### src/rtl/instr_reg_multibyte_pkg.sv
// Shared constants for the multi-byte instruction register: bus geometry, FSM states
// and the operand-length table of the current ISA.
package instr_reg_multibyte_pkg;

  localparam int unsigned IR_DATA_W   = 8;
  localparam int unsigned IR_OPC_W    = 4;
  localparam int unsigned IR_MAX_OPND = 2;
  localparam int unsigned IR_LEN_W    = 2;

  // Operand bytes per opcode: 1,2 -> 1; 4,5 -> 2; 7 -> 3 (saturates to IR_MAX_OPND); others 0.
  localparam logic [31:0] IR_ISA_LEN_TABLE = 32'h0000_CA14;

  typedef enum logic [1:0] {
    IDLE  = 2'd0,
    OPND  = 2'd1,
    VALID = 2'd2
  } ir_state_e;

endpackage

### src/rtl/instr_reg_multibyte_len_decode.sv
// Combinational opcode -> operand byte count lookup, saturated to MAX_OPND.
module ir_len_decode #(
  parameter int unsigned OPC_W    = 4,
  parameter int unsigned LEN_W    = 2,
  parameter int unsigned MAX_OPND = 2,
  parameter logic [(2**OPC_W)*LEN_W-1:0] LEN_TABLE = '0
) (
  input  logic [OPC_W-1:0] opcode,
  output logic [LEN_W-1:0] len
);

  logic [LEN_W-1:0] raw_len;

  always_comb begin
    raw_len = LEN_TABLE[32'(opcode)*LEN_W +: LEN_W];
    len     = raw_len;
    if (32'(raw_len) > MAX_OPND) begin
      len = LEN_W'(MAX_OPND);
    end
  end

endmodule

### src/rtl/instr_reg_multibyte.sv
// Instruction register: captures an opcode byte then 0..MAX_OPND operand bytes on II strobes,
// and hands the assembled instruction to the control unit with a valid/ack handshake.
module instr_reg_multibyte
  import instr_reg_multibyte_pkg::*;
#(
  parameter int unsigned DATA_W   = IR_DATA_W,
  parameter int unsigned OPC_W    = IR_OPC_W,
  parameter int unsigned MAX_OPND = IR_MAX_OPND,
  parameter int unsigned LEN_W    = IR_LEN_W,
  parameter logic [(2**OPC_W)*LEN_W-1:0] LEN_TABLE = '0
) (
  input  logic                       clk,
  input  logic                       rst,
  input  logic                       II,
  input  logic                       flush,
  input  logic                       ack,
  input  logic [DATA_W-1:0]          bus,
  output logic [OPC_W-1:0]           opcode,
  output logic [DATA_W-1:0]          instr_out,
  output logic [MAX_OPND*DATA_W-1:0] operand,
  output logic [LEN_W-1:0]           opnd_len,
  output logic                       instr_valid,
  output logic                       busy,
  output logic                       overrun
);

  localparam int unsigned IDX_W  = $clog2(MAX_OPND + 1);
  localparam int unsigned LOW_W  = DATA_W - OPC_W;
  localparam int unsigned OPND_W = MAX_OPND * DATA_W;

  ir_state_e             state_q, state_d;
  logic [IDX_W-1:0]      idx_q, idx_d;
  logic [OPC_W-1:0]      opcode_d;
  logic [DATA_W-1:0]     instr_out_d;
  logic [OPND_W-1:0]     operand_d;
  logic [LEN_W-1:0]      opnd_len_d;
  logic                  overrun_d;
  logic                  capture;
  logic [LEN_W-1:0]      dec_len;

  ir_len_decode #(
    .OPC_W    (OPC_W),
    .LEN_W    (LEN_W),
    .MAX_OPND (MAX_OPND),
    .LEN_TABLE(LEN_TABLE)
  ) u_len_decode (
    .opcode(bus[DATA_W-1 -: OPC_W]),
    .len   (dec_len)
  );

  // Next-state and next-field logic; flush overrides everything, including a same-cycle II.
  always_comb begin
    state_d     = state_q;
    idx_d       = idx_q;
    opcode_d    = opcode;
    instr_out_d = instr_out;
    operand_d   = operand;
    opnd_len_d  = opnd_len;
    overrun_d   = 1'b0;
    capture     = 1'b0;

    if (flush) begin
      state_d     = IDLE;
      idx_d       = '0;
      opcode_d    = '0;
      instr_out_d = '0;
      operand_d   = '0;
      opnd_len_d  = '0;
    end else begin
      unique case (state_q)
        IDLE: capture = II;
        OPND: begin
          if (II) begin
            operand_d[32'(idx_q)*DATA_W +: DATA_W] = bus;
            idx_d = idx_q + IDX_W'(1);
            if (32'(idx_q) + 32'd1 == 32'(opnd_len)) begin
              state_d = VALID;
            end
          end
        end
        VALID: begin
          if (ack) begin
            state_d = IDLE;
            capture = II;
          end else if (II) begin
            overrun_d = 1'b1;
          end
        end
        default: state_d = IDLE;
      endcase

      // Opcode capture, shared by IDLE and the acked back-to-back path out of VALID.
      if (capture) begin
        opcode_d    = bus[DATA_W-1 -: OPC_W];
        instr_out_d = DATA_W'(bus[LOW_W-1:0]);
        operand_d   = '0;
        opnd_len_d  = dec_len;
        idx_d       = '0;
        state_d     = (dec_len == '0) ? VALID : OPND;
      end
    end
  end

  always_ff @(posedge clk or negedge rst) begin
    if (!rst) begin
      state_q     <= IDLE;
      idx_q       <= '0;
      opcode      <= '0;
      instr_out   <= '0;
      operand     <= '0;
      opnd_len    <= '0;
      instr_valid <= 1'b0;
      busy        <= 1'b0;
      overrun     <= 1'b0;
    end else begin
      state_q     <= state_d;
      idx_q       <= idx_d;
      opcode      <= opcode_d;
      instr_out   <= instr_out_d;
      operand     <= operand_d;
      opnd_len    <= opnd_len_d;
      instr_valid <= (state_d == VALID);
      busy        <= (state_d == OPND);
      overrun     <= overrun_d;
    end
  end

endmodule

### config.mk
export PLATFORM = sky130hd
export DESIGN_NAME = instr_reg_multibyte
export DESIGN_NICKNAME = d
export VERILOG_FILES = /design/src/rtl/instr_reg_multibyte_pkg.sv /design/src/rtl/instr_reg_multibyte_len_decode.sv /design/src/rtl/instr_reg_multibyte.sv
export SDC_FILE = /design/constraint.sdc
export NUM_CORES = 1
export LEC_CHECK = 0
export CORE_MARGIN = 2
export CORE_UTILIZATION = 45
export CTS_CLUSTER_SIZE = 10
export DETAILED_ROUTE_END_ITERATION = 6
export MAX_ROUTING_LAYER = met4
export PLACE_DENSITY = 0.78
export SYNTH_ARGS = -nofsm -noshare
export SYNTH_HDL_FRONTEND = slang
export SYNTH_SLANG_ARGS = --single-unit
### constraint.sdc
create_clock -name clk -period 2.39 [get_ports clk]
set_clock_uncertainty 0.2 [all_clocks]
set_input_delay 0.478 -clock clk [delete_from_list [all_inputs] [get_ports clk]]
set_output_delay 0.478 -clock clk [all_outputs]
set_load 0.01 [all_outputs]
==> impl_metrics.env <==
export IMPL_worstRegToRegCells=5
export IMPL_power_per_cell_area_mw_per_mm2=500
export IMPL_grt_start_max_net_pins=32
export IMPL_clk_latency_ns=0.33
export IMPL_synth_edff_count=0
export IMPL_ys_seq_elements=31
export IMPL_rsz0062_at_grt="no"
export IMPL_core_sq_mm=0.00305
export IMPL_fmax_mhz=484
export IMPL_finalSetupTns_ns=0
export IMPL_async_flop_share_pct=100
export IMPL_avgRoutedWirePerCell_um=13.9
export IMPL_cts_root_buf="clkbuf_4"
export IMPL_grt_pass1_wl_mm=5.01
export IMPL_crit_arrival_ns=2.14
export IMPL_die_w_um=60.9
export IMPL_cts_buffer_depth=2
export IMPL_setup_viol=0
export IMPL_cts_resized=0
export IMPL_ant_nets=0
export IMPL_dieArea_sq_mm=0.00370
export IMPL_holdCritPathClass="flop to flop"
export IMPL_overflow=0
export IMPL_finalCriticalPeriod_ns=2.07
export IMPL_synth_ff_type="dfrtp_1"
export IMPL_yosys_cell_types_count=33
export IMPL_fin_nets=197
export IMPL_status="complete, no violations"
export IMPL_rows=20
export IMPL_numCtsBuffers=5
export IMPL_htreeDepth=2
export IMPL_cts_clk_slew_worst_paths_ns=0.09
export IMPL_fillers=259
export IMPL_postSynthCellCount=142
export IMPL_cp_start_kind="flop"
export IMPL_portBuffers=39
export IMPL_dp_hpwl_mm=2.27
export IMPL_maxSlewHeadroom_pct=60.5
export IMPL_peakVddDrop_mv=0.318
export IMPL_worst_slew_pin_transition_ns=0.592
export IMPL_netlist_area_sq_mm=0.00146
export IMPL_worstSetupPathType="flop to flop"
export IMPL_drt_iter0_drc=32
export IMPL_cts_sink_count=31
export IMPL_num_vias=1151
export IMPL_start_util_pct=47.7
export IMPL_hold_viol=0
export IMPL_io_pins=46
export IMPL_critPathMaxFanout=7
export IMPL_dr_pass1_iters=4
export IMPL_p_leak_nw=0.823
export IMPL_dieHeight_um=60.9
export IMPL_routed_wl_mm=3.15
export IMPL_maxCapViolations=0
export IMPL_seq_area_frac_synth_pct=53.3
export IMPL_antenna_cells=0
export IMPL_endpoint_kind="flop"
export IMPL_ff2ff_setup_slack_ns=0.32
export IMPL_synth_avg_cell_area_sq_um=10.2
export IMPL_hold_depth=1
export IMPL_layout_drive_gt1_share_pct=7.69
export IMPL_post_route_period_util_pct=86.5
export IMPL_area_delta_synth_final_pct=30.4
export IMPL_post_route_drc_count=0
export IMPL_grt_pass1_vias=1074
export IMPL_required_ns=2.46
export IMPL_ys_warn_count=0
export IMPL_hold_slack_ns=0.304
export IMPL_utilization_pct=62.1
export IMPL_post_cts_setup_buffers=0
export IMPL_cts_hold_buf=0
export IMPL_antenna_found_initial=0
export IMPL_maxSlewViolCount=0
export IMPL_cts_tree="built"
export IMPL_vias_per_cell=5.09
export IMPL_place_congestion=0.794
export IMPL_gr_usage_all_layers_pct=20.1
==> report_power, final <==
| group | internal (W) | total, W | switching, W |
|---|---|---|---|
| clock network | 0.000114 | 0.000289 | 0.000175 |
| registers | 0.000534 | 0.000541 | 0.00000722 |
| logic | 0.0000531 | 0.000117 | 0.0000644 |
==> stage by stage <==
step / power [W] / std cells / instance area, sq um / setup WS [ns]
finish: 0.000948 / 226 / 1900 / 0.322
floorplan: 0.000613 / 147 / 1470 / 0.547
detailed placement: 0.000670 / 218 / 1850 / 0.105
global route: 0.000996 / 226 / 1900 / 0.182
CTS: 0.000960 / 226 / 1900 / 0.338
global placement: 0.000667 / 218 / 1850 / 0.152
==> cell type report <==
class / count / area, sq um / area share [%]
flip-flops and latches: 31 / 776 / 40.9
inverters: 4 / 15.0 / 0.792
clock inverters: 1 / 5.00 / 0.264
clock buffers: 7 / 45.0 / 2.37
well taps: 44 / 55.1 / 2.90
repair buffers: 44 / 428 / 22.6
multi-input cells: 95 / 573 / 30.2
==> flip-flops by register name, summed over array words and instances, names as in the netlist <==
signal       flops
instr_valid      1
operand         16
busy             1
idx_q            2
instr_out        4
overrun          1
state_q          2
opcode           4
==> worst max-delay path, stage by stage (launching register included) <==
cell,delay (ns)
dfrtp_1,0.40
inv_1,0.10
ha_1,0.33
nor4bb_1,0.40
and3_1,0.38
a22o_1,0.19
==> placed cells by master, fill, tap and decap left out, types with 3 or more instances in the layout <==
master and count:
nand2_1 20, nand2b_1 8, buf_4 5, clkdlybuf4s50_1 39
clkbuf_4 5, a22o_1 7, nor3_1 6, conb_1 6
nand4_1 7, inv_1 4, ha_1 3, a21oi_1 16
dfrtp_1 31
==> kinds of logic (layout without fill, tap and decap cells) <==
| logic type | after synthesis | after routing | synth area share, % |
|---|---|---|---|
| adder cells (fa/ha/maj) | 3 | 3 | 2.58 |
| AND/OR/NAND/NOR | 57 | 57 | 22.1 |
| flip-flops | 31 | 31 | 53.3 |
| multiplexers | 1 | 1 | 0.688 |
| other | 1 | 6 | 0.258 |
| buffers and inverters | 21 | 56 | 8.60 |
| XOR/XNOR | 1 | 1 | 0.602 |
| AO/OA/AOI/OAI | 27 | 27 | 11.9 |
==> Yosys cell counts (2+ instances only) <==
cell,n,share of area [%]
inv_1,4,1.0
clkbuf_1,3,0.77
buf_4,7,3.6
nand2_1,20,5.2
dfrtp_1,31,53
nand2b_1,8,3.4
nor3_1,6,2.1
nand4_1,7,3.0
nand3b_1,2,1.0
buf_2,4,1.4
buf_6,2,1.5
nor3b_1,2,1.0
and3_1,2,0.86
a21oi_1,16,5.5
ha_1,3,2.6
nor2_1,2,0.52
a22o_1,7,4.2
==> per-layer routing <==
layer / vias to the layer above / global-route usage [%] / part of all wire, %
li1: 559 / - / -
met1: 539 / 25.7 / 46
met2: 45 / 29.2 / 47
met3: 8 / 6.40 / 4.3
met4: 0 / 8.70 / 2.5
met5: - / - / 0
==> worst paths after layout <==
| path | start | endpoint |
|---|---|---|
| max in group asynchronous | rst | operand[15] |
| worst max-delay path | idx_q[0] | operand[1] |
| worst min register to register | operand[3] | operand[3] |
| min in group asynchronous | rst | operand[7] |
| worst min-delay path | operand[3] | operand[3] |
| worst max register to register | idx_q[0] | operand[1] |
(Power assumes the default switching activity.)
